`src/rtl/riscv_stream_mmio.sv`:
```
// Memory-mapped stream I/O slave for the picorv32 native bus: NUM_CH channels,
// each with a TX and RX first-word-fall-through FIFO, plus a debug print byte port.
module riscv_stream_mmio #(
  parameter int          NUM_CH     = 5,
  parameter int          DATA_WIDTH = 32,
  parameter int          FIFO_DEPTH = 4,
  parameter logic [31:0] BASE_ADDR  = 32'h2000_0000,
  parameter logic [31:0] PRINT_ADDR = 32'h1000_0000
) (
  input  logic                         clk,
  input  logic                         resetn,
  input  logic                         mem_valid,
  input  logic                         mem_instr,
  input  logic [31:0]                  mem_addr,
  input  logic [31:0]                  mem_wdata,
  input  logic [3:0]                   mem_wstrb,
  output logic                         mem_ready,
  output logic [31:0]                  mem_rdata,
  output logic                         hit,
  input  logic [NUM_CH*DATA_WIDTH-1:0] din,
  input  logic [NUM_CH-1:0]            val_in,
  output logic [NUM_CH-1:0]            ready_upward,
  output logic [NUM_CH*DATA_WIDTH-1:0] dout,
  output logic [NUM_CH-1:0]            val_out,
  input  logic [NUM_CH-1:0]            ready_downward,
  output logic                         print_valid,
  output logic [7:0]                   print_data
);

  localparam int AW = $clog2(FIFO_DEPTH);
  localparam int CW = AW + 1;

  localparam logic [1:0] ST_IDLE = 2'd0;
  localparam logic [1:0] ST_DONE = 2'd1;
  localparam logic [1:0] ST_GAP  = 2'd2;

  logic [1:0]  state_q, state_d;
  logic        mem_ready_q, print_valid_q, print_valid_d;
  logic [31:0] rdata_q, rdata_d;
  logic [7:0]  print_data_q, print_data_d;

  logic        in_win_s, is_print_s, is_wr_s, ch_ok_s;
  logic        push_req_s, pop_req_s, flush_req_s, cond_s, go_s;
  logic [3:0]  ch_s;
  logic [1:0]  reg_s;
  logic        unused_s;

  logic [NUM_CH-1:0]     cpu_push_s, cpu_pop_s, cpu_flush_s, tx_full_s, rx_empty_s;
  logic [DATA_WIDTH-1:0] rx_head_s [NUM_CH];
  logic [CW-1:0]         tx_cnt_s  [NUM_CH];
  logic [CW-1:0]         rx_cnt_s  [NUM_CH];

  logic                  sel_tx_full_s, sel_rx_empty_s;
  logic [DATA_WIDTH-1:0] sel_head_s;
  logic [CW-1:0]         sel_tx_cnt_s, sel_rx_cnt_s;

  assign unused_s   = ^{mem_instr, mem_wdata};
  assign is_print_s = (mem_addr == PRINT_ADDR);
  assign in_win_s   = ((mem_addr & ~32'h0000_0FFF) == BASE_ADDR);
  assign hit        = mem_valid && (in_win_s || is_print_s);
  assign ch_s       = mem_addr[7:4];
  assign reg_s      = mem_addr[3:2];
  assign is_wr_s    = (mem_wstrb != 4'h0);
  assign ch_ok_s    = in_win_s && !is_print_s && ({28'h0, ch_s} < 32'(NUM_CH));

  assign push_req_s  = ch_ok_s && (reg_s == 2'd0) && is_wr_s;
  assign pop_req_s   = ch_ok_s && (reg_s == 2'd1) && !is_wr_s;
  assign flush_req_s = ch_ok_s && (reg_s == 2'd3) && is_wr_s && mem_wdata[0];

  // Per-channel state of the addressed channel
  always_comb begin
    sel_tx_full_s  = 1'b0;
    sel_rx_empty_s = 1'b1;
    sel_head_s     = {DATA_WIDTH{1'b0}};
    sel_tx_cnt_s   = {CW{1'b0}};
    sel_rx_cnt_s   = {CW{1'b0}};
    for (int i = 0; i < NUM_CH; i++) begin
      if (ch_s == 4'(i)) begin
        sel_tx_full_s  = tx_full_s[i];
        sel_rx_empty_s = rx_empty_s[i];
        sel_head_s     = rx_head_s[i];
        sel_tx_cnt_s   = tx_cnt_s[i];
        sel_rx_cnt_s   = rx_cnt_s[i];
      end else begin
        sel_tx_full_s  = sel_tx_full_s;
      end
    end
  end

  // Blocking accesses wait in IDLE until their FIFO can serve them
  assign cond_s = !(push_req_s && sel_tx_full_s) && !(pop_req_s && sel_rx_empty_s);
  assign go_s   = (state_q == ST_IDLE) && hit && cond_s;

  always_comb begin
    cpu_push_s  = {NUM_CH{1'b0}};
    cpu_pop_s   = {NUM_CH{1'b0}};
    cpu_flush_s = {NUM_CH{1'b0}};
    for (int i = 0; i < NUM_CH; i++) begin
      if (go_s && (ch_s == 4'(i))) begin
        cpu_push_s[i]  = push_req_s;
        cpu_pop_s[i]   = pop_req_s;
        cpu_flush_s[i] = flush_req_s;
      end else begin
        cpu_push_s[i]  = 1'b0;
      end
    end
  end

  always_comb begin
    rdata_d = 32'h0000_0000;
    if (go_s && !is_wr_s && ch_ok_s) begin
      case (reg_s)
        2'd1:    rdata_d = 32'(sel_head_s);
        2'd2:    rdata_d = {8'h00, 8'(sel_tx_cnt_s), 8'(sel_rx_cnt_s), 6'h00,
                            !sel_tx_full_s, !sel_rx_empty_s};
        default: rdata_d = 32'h0000_0000;
      endcase
    end else begin
      rdata_d = 32'h0000_0000;
    end
  end

  always_comb begin
    print_valid_d = go_s && is_print_s && is_wr_s;
    if (print_valid_d) begin
      print_data_d = mem_wdata[7:0];
    end else begin
      print_data_d = print_data_q;
    end
  end

  // Bus handshake: IDLE -> DONE (ready pulse) -> GAP (ignore mem_valid) -> IDLE
  always_comb begin
    state_d = state_q;
    case (state_q)
      ST_IDLE: state_d = go_s ? ST_DONE : ST_IDLE;
      ST_DONE: state_d = ST_GAP;
      ST_GAP:  state_d = ST_IDLE;
      default: state_d = ST_IDLE;
    endcase
  end

  always_ff @(posedge clk or negedge resetn) begin
    if (!resetn) begin
      state_q       <= ST_IDLE;
      mem_ready_q   <= 1'b0;
      rdata_q       <= 32'h0000_0000;
      print_valid_q <= 1'b0;
      print_data_q  <= 8'h00;
    end else begin
      state_q       <= state_d;
      mem_ready_q   <= go_s;
      rdata_q       <= rdata_d;
      print_valid_q <= print_valid_d;
      print_data_q  <= print_data_d;
    end
  end

  assign mem_ready   = mem_ready_q;
  assign mem_rdata   = rdata_q;
  assign print_valid = print_valid_q;
  assign print_data  = print_data_q;

  for (genvar g = 0; g < NUM_CH; g++) begin : g_ch
    logic [DATA_WIDTH-1:0] tx_mem_q [FIFO_DEPTH];
    logic [DATA_WIDTH-1:0] rx_mem_q [FIFO_DEPTH];
    logic [AW-1:0]         tx_wp_q, tx_rp_q, rx_wp_q, rx_rp_q;
    logic [CW-1:0]         tx_cnt_q, rx_cnt_q;
    logic                  tx_pop_s, rx_push_s;

    assign tx_full_s[g]    = (tx_cnt_q == CW'(FIFO_DEPTH));
    assign val_out[g]      = (tx_cnt_q != {CW{1'b0}});
    assign dout[g*DATA_WIDTH +: DATA_WIDTH] = tx_mem_q[tx_rp_q];
    assign tx_pop_s        = val_out[g] && ready_downward[g];

    assign rx_empty_s[g]   = (rx_cnt_q == {CW{1'b0}});
    assign ready_upward[g] = (rx_cnt_q != CW'(FIFO_DEPTH));
    assign rx_push_s       = val_in[g] && ready_upward[g];

    assign rx_head_s[g] = rx_mem_q[rx_rp_q];
    assign tx_cnt_s[g]  = tx_cnt_q;
    assign rx_cnt_s[g]  = rx_cnt_q;

    // Storage carries no reset; occupancy is tracked by the counters alone
    always_ff @(posedge clk) begin
      if (cpu_push_s[g]) tx_mem_q[tx_wp_q] <= mem_wdata[DATA_WIDTH-1:0];
      if (rx_push_s)     rx_mem_q[rx_wp_q] <= din[g*DATA_WIDTH +: DATA_WIDTH];
    end

    // Flush overrides any coincident stream-side transfer
    always_ff @(posedge clk or negedge resetn) begin
      if (!resetn) begin
        tx_wp_q  <= {AW{1'b0}};
        tx_rp_q  <= {AW{1'b0}};
        tx_cnt_q <= {CW{1'b0}};
      end else if (cpu_flush_s[g]) begin
        tx_wp_q  <= {AW{1'b0}};
        tx_rp_q  <= {AW{1'b0}};
        tx_cnt_q <= {CW{1'b0}};
      end else begin
        if (cpu_push_s[g]) tx_wp_q <= tx_wp_q + AW'(1);
        if (tx_pop_s)      tx_rp_q <= tx_rp_q + AW'(1);
        case ({cpu_push_s[g], tx_pop_s})
          2'b10:   tx_cnt_q <= tx_cnt_q + CW'(1);
          2'b01:   tx_cnt_q <= tx_cnt_q - CW'(1);
          default: tx_cnt_q <= tx_cnt_q;
        endcase
      end
    end

    always_ff @(posedge clk or negedge resetn) begin
      if (!resetn) begin
        rx_wp_q  <= {AW{1'b0}};
        rx_rp_q  <= {AW{1'b0}};
        rx_cnt_q <= {CW{1'b0}};
      end else if (cpu_flush_s[g]) begin
        rx_wp_q  <= {AW{1'b0}};
        rx_rp_q  <= {AW{1'b0}};
        rx_cnt_q <= {CW{1'b0}};
      end else begin
        if (rx_push_s)    rx_wp_q <= rx_wp_q + AW'(1);
        if (cpu_pop_s[g]) rx_rp_q <= rx_rp_q + AW'(1);
        case ({rx_push_s, cpu_pop_s[g]})
          2'b10:   rx_cnt_q <= rx_cnt_q + CW'(1);
          2'b01:   rx_cnt_q <= rx_cnt_q - CW'(1);
          default: rx_cnt_q <= rx_cnt_q;
        endcase
      end
    end
  end

endmodule

```
`config.mk`:
```
export PLATFORM = sky130hd
export DESIGN_NAME = riscv_stream_mmio
export DESIGN_NICKNAME = d
export VERILOG_FILES = /design/src/rtl/riscv_stream_mmio.sv
export SDC_FILE = /design/constraint.sdc
export NUM_CORES = 1
export LEC_CHECK = 0
export BUFFER_PORTS_ARGS = -buffer_cell sky130_fd_sc_hd__buf_2
export CORE_ASPECT_RATIO = 1.2
export CORE_MARGIN = 2
export CORE_UTILIZATION = 55
export DETAILED_ROUTE_END_ITERATION = 16
export PLACE_DENSITY = 0.75
export SLEW_MARGIN = 10
export SYNTH_ARGS = -nofsm -noshare
export SYNTH_HDL_FRONTEND = slang
export SYNTH_SLANG_ARGS = --single-unit
export TNS_END_PERCENT = 1
```
`constraint.sdc`:
```
create_clock -name clk -period 6.9 [get_ports clk]
set_input_delay 1.38 -clock clk [delete_from_list [all_inputs] [get_ports clk]]
set_output_delay 1.38 -clock clk [all_outputs]
set_load 0.005 [all_outputs]
```
==> metrics.md <==
| Metric | Value |
|---|---|
| RSZ-0062 raised after global routing | false |
| Number of buffers added on ports | 453 |
| Complex-gate fraction of the synthesized area | 1.40% |
| Synthesized Nets | 2805 |
| Fill cell instance count of the final layout | between 6000 and 7000 |
| Cell count after synthesis | 2509 |
| Maximum resistive drop on vdd | ~0.25 mV |
| Crit path launch | mem_addr[3] |
| Simple-gate area share of the yosys netlist | 3.82% |
| Required time worst endpoint | ~5.5 ns |
| Vias in the first global route | 29000 |
| Post-detail-place hpwl | 83800 microns |
| Number of buffers created by CTS | 134 |
| Hold_sp | state_q[1] |
| Gr ovfl total | 0 |
| Synth Area in Adders | 1.39% |
| Post-synthesis xor/xnor area fraction | less than 1% |
| Layout Area Growth over Synthesis | 14.7% |
| Maximum number of pins on one net before global-route repair | 77 |
| Pins over their slew limit | 0 |
| Count of max-cap constraint violations | 0 |
| Flop-to-flop setup slack | 3.45 ns |
| Worst slack after detailed placement | 1.52 ns |
| Comb pwr share | under 10% |
| Data arrival time of the worst path | 3.59 ns |
| Fin worst setup slack | 1.93 ns |
| Root Driver | clkbuf_16 |
| Starting density of the core | 55.2% |
| Final layout net count | roughly 3300 |
| Warning count from the yosys run | 0 |
| Die Footprint | 0.101 sq mm |
| DRT antenna net count | 0 |
| Cell with the largest stage delay on the worst path | or4b_4 |
| Commonest non-fill, non-tap cell in the layout | edfxtp_1 |
| DIE WIDTH | 290 microns |
| Most frequent cells in the layout | edfxtp_1, buf_2, mux4_2 |
| Final TNS setup | 0 ns |
| Routability congestion estimate from global placement | 0.876 |
| Count of cell types in the netlist | 68 |
| Max Freq | 201 MHz |
| First drt pass iteration count | 6 |
| Post-synth top flop | edfxtp_1 |
| Via count normalized by instance count | 6.29 |
| Flop and latch count out of synthesis | 1394 |
| CP startpoint kind | primary input |
| CORE AREA | ~0.098 sq mm |
| Power per unit of standard cell area | approximately 310 mW/mm^2 |
| Clk slew on worst S/H paths | about 0.06 ns |
| Tcrit/Tclk final | 72.0% |
| Number of flops mapped to enable cells by yosys | 1280 |
| Mux contribution to synthesized area | 15.4% |
| Vertical die dimension | 348 microns |
| Clock tree from TritonCTS | yes |
| Clock sink count | 1394 |
| Worst-path fanout max | 9 |
| Leakage power summed over all cells | 20.9 nW |
| Largest stage delay on the critical path | 0.55 ns |
| Portion of synthesized cell area occupied by the leading cell type | 71.1% |
| NetSw | around 4.5 mW |
| Total I/O pin count | 455 |
| Synthesized area | approximately 0.054 sq mm |
| CTS H-Tree Depth | 4 |
| Layout cells sized above 1 | between 30% and 40% |
| Number of vias in the routed layout | 27700 |
| WS Path Type | in -> out |
| Post-CTS repair timing setup buffer count | 0 |
| Share of synthesized area occupied by flip-flops and latches | 76.4% |
| Latest clock arrival within the worst-skew pair | approximately 0.74 ns |
| Crit path capture type | output port |
| Largest cells by area after synthesis | edfxtp_1, mux4_2, dfrtp_1 |
| Main combinational cell family by area after synthesis | multiplexers |
| Sequential share of power | 54.6% |
| Normalized max-slew margin | approximately an eighth |
| Number of buffers on the longest clock path | 3 |
| Top cell by count, worst path | buf_2 |
| Overall fraction of global-route tracks in use | approximately 27% |
| Post-route clock skew | 0.0358 ns |
| Total length of routed wires | ~140000 microns |
| Resized cells post-CTS | 0 |
| Drt initial violations | 3141 |
| Time the final worst path needs with I/O delays and setup | approximately 5.0 ns |
| Tightest Pin Transition | around 1.3 ns |
| Type of the worst min-delay path | reg -> reg |
| Post-synthesis async set-or-reset flop share | 8.18% |
| Endpoints failing hold | 0 |
| Status | finished clean |
| Average instance area after synthesis | about 22 sq um |
| Routed length per placed instance | 30.7 microns |
| Setup violation total in the final timing report | 0 |
| Net Sw Frac | 23.4% |
| FF-to-FF Start | g_ch[0].tx_cnt_q[2] |
| First-pass GRT wire length | 196000 microns |
| Placement Rows | 126 |
| Final Hold Slack | 0.425 ns |
| DRC Markers | 0 |
| Relative contribution of the clock network to total power | a little under two fifths |
| Sequence of cells on the critical path | buf_2 > inv_1 > ha_1 > or4b_4 > o41ai_4 > nor3b_1 > buf_2 |
| Largest area contributor in the synthesized netlist | edfxtp_1 |
| # hold bufs at CTS | 0 |
| Initial antenna violation count | 49 |
| Internal power | 14.7 mW |
-- per-layer routing --
metal / global-route usage [%] / part of all wire (%)
met3: 7.84 / 9.9
met2: 46.7 / 52
met5: 0 / 0.23
met1: 32.8 / 35
met4: 8.94 / 3.0
-- Yosys cell counts, drive strengths merged (14+ instances only) --
master / count
inv: 26
dfrtp: 114
and3: 27
clkbuf: 74
a22oi: 37
ha: 44
mux4: 350
nor4: 24
nor3: 24
nand3: 17
nor2: 113
xor2: 17
and2: 28
nand4: 14
mux2i: 37
nand2: 87
buf: 47
xnor2: 15
edfxtp: 1280
-- path summary, 6_finish.rpt --
path                       cells after the start                     end
min in group asynchronous                      1           print_data[4]
max                                            7                     hit
max in group asynchronous                      2      g_ch[4].tx_rp_q[0]
min reg2reg                                    1              state_q[1]
max reg2reg                                    5  g_ch[4].tx_mem_q[2][3]
min                                            1              state_q[1]
-- power by group through the flow --
stage	Combinational, mW	Clock, mW	Sequential [mW]
floorplan	0.899	0	10.5
global placement	1.50	0	10.5
detailed placement	1.59	0	10.6
CTS	1.61	7.17	10.4
global route	1.71	7.48	10.5
finish	1.60	7.09	10.4
-- per-stage QoR --
step	area, sq um	std cells	util (%)	total power, mW
2_1_floorplan	54100	2509	-	11.4
3_3_place_gp	57700	4144	59.0	12.0
3_5_place_dp	57700	4144	59.0	12.2
4_1_cts	62000	4377	63.3	19.2
5_1_grt	62000	4382	63.3	19.7
6_report	62000	4402	63.4	19.1
-- layout make-up --
| type | count | area (sq um) | area share (%) |
|---|---|---|---|
| sequential | 1394 | 41300 | 66.6 |
| multi-input combinational | 968 | 12300 | 19.8 |
| clock buffer | 177 | 3630 | 5.85 |
| timing repair buffer | 476 | 2450 | 3.95 |
| tap | 1280 | 1600 | 2.58 |
| clock inverter | 56 | 608 | 0.980 |
| inverter | 26 | 97.6 | 0.157 |
| antenna | 25 | 62.6 | 0.101 |
-- worst max-delay path, delay by kind of cell --
| kind | cells | cell delay (ns) |
|---|---|---|
| AOI/OAI and AO/OA | 1 | 0.47 |
| adders and majority gates | 1 | 0.39 |
| buffers and inverters | 3 | 0.39 |
| and+or+nand+nor | 2 | 0.96 |
-- sequential cells by signal, summed over array words and instances (netlist names), 8 cells and up --
signal         cells
g_ch.rx_mem_q    640
g_ch.tx_mem_q    640
mem_rdata         32
g_ch.rx_cnt_q     15
g_ch.tx_cnt_q     15
g_ch.rx_rp_q      10
g_ch.rx_wp_q      10
g_ch.tx_rp_q      10
g_ch.tx_wp_q      10
print_data         8
-- cell families after synthesis --
logic type	Yosys count
DFF	1394
muxes	395
and+or+nand+nor	387
buffers and inverters	147
AOI/OAI and AO/OA	100
adders and majority gates	54
xor gates and xnor gates	32
(Power assumes the default switching activity.)
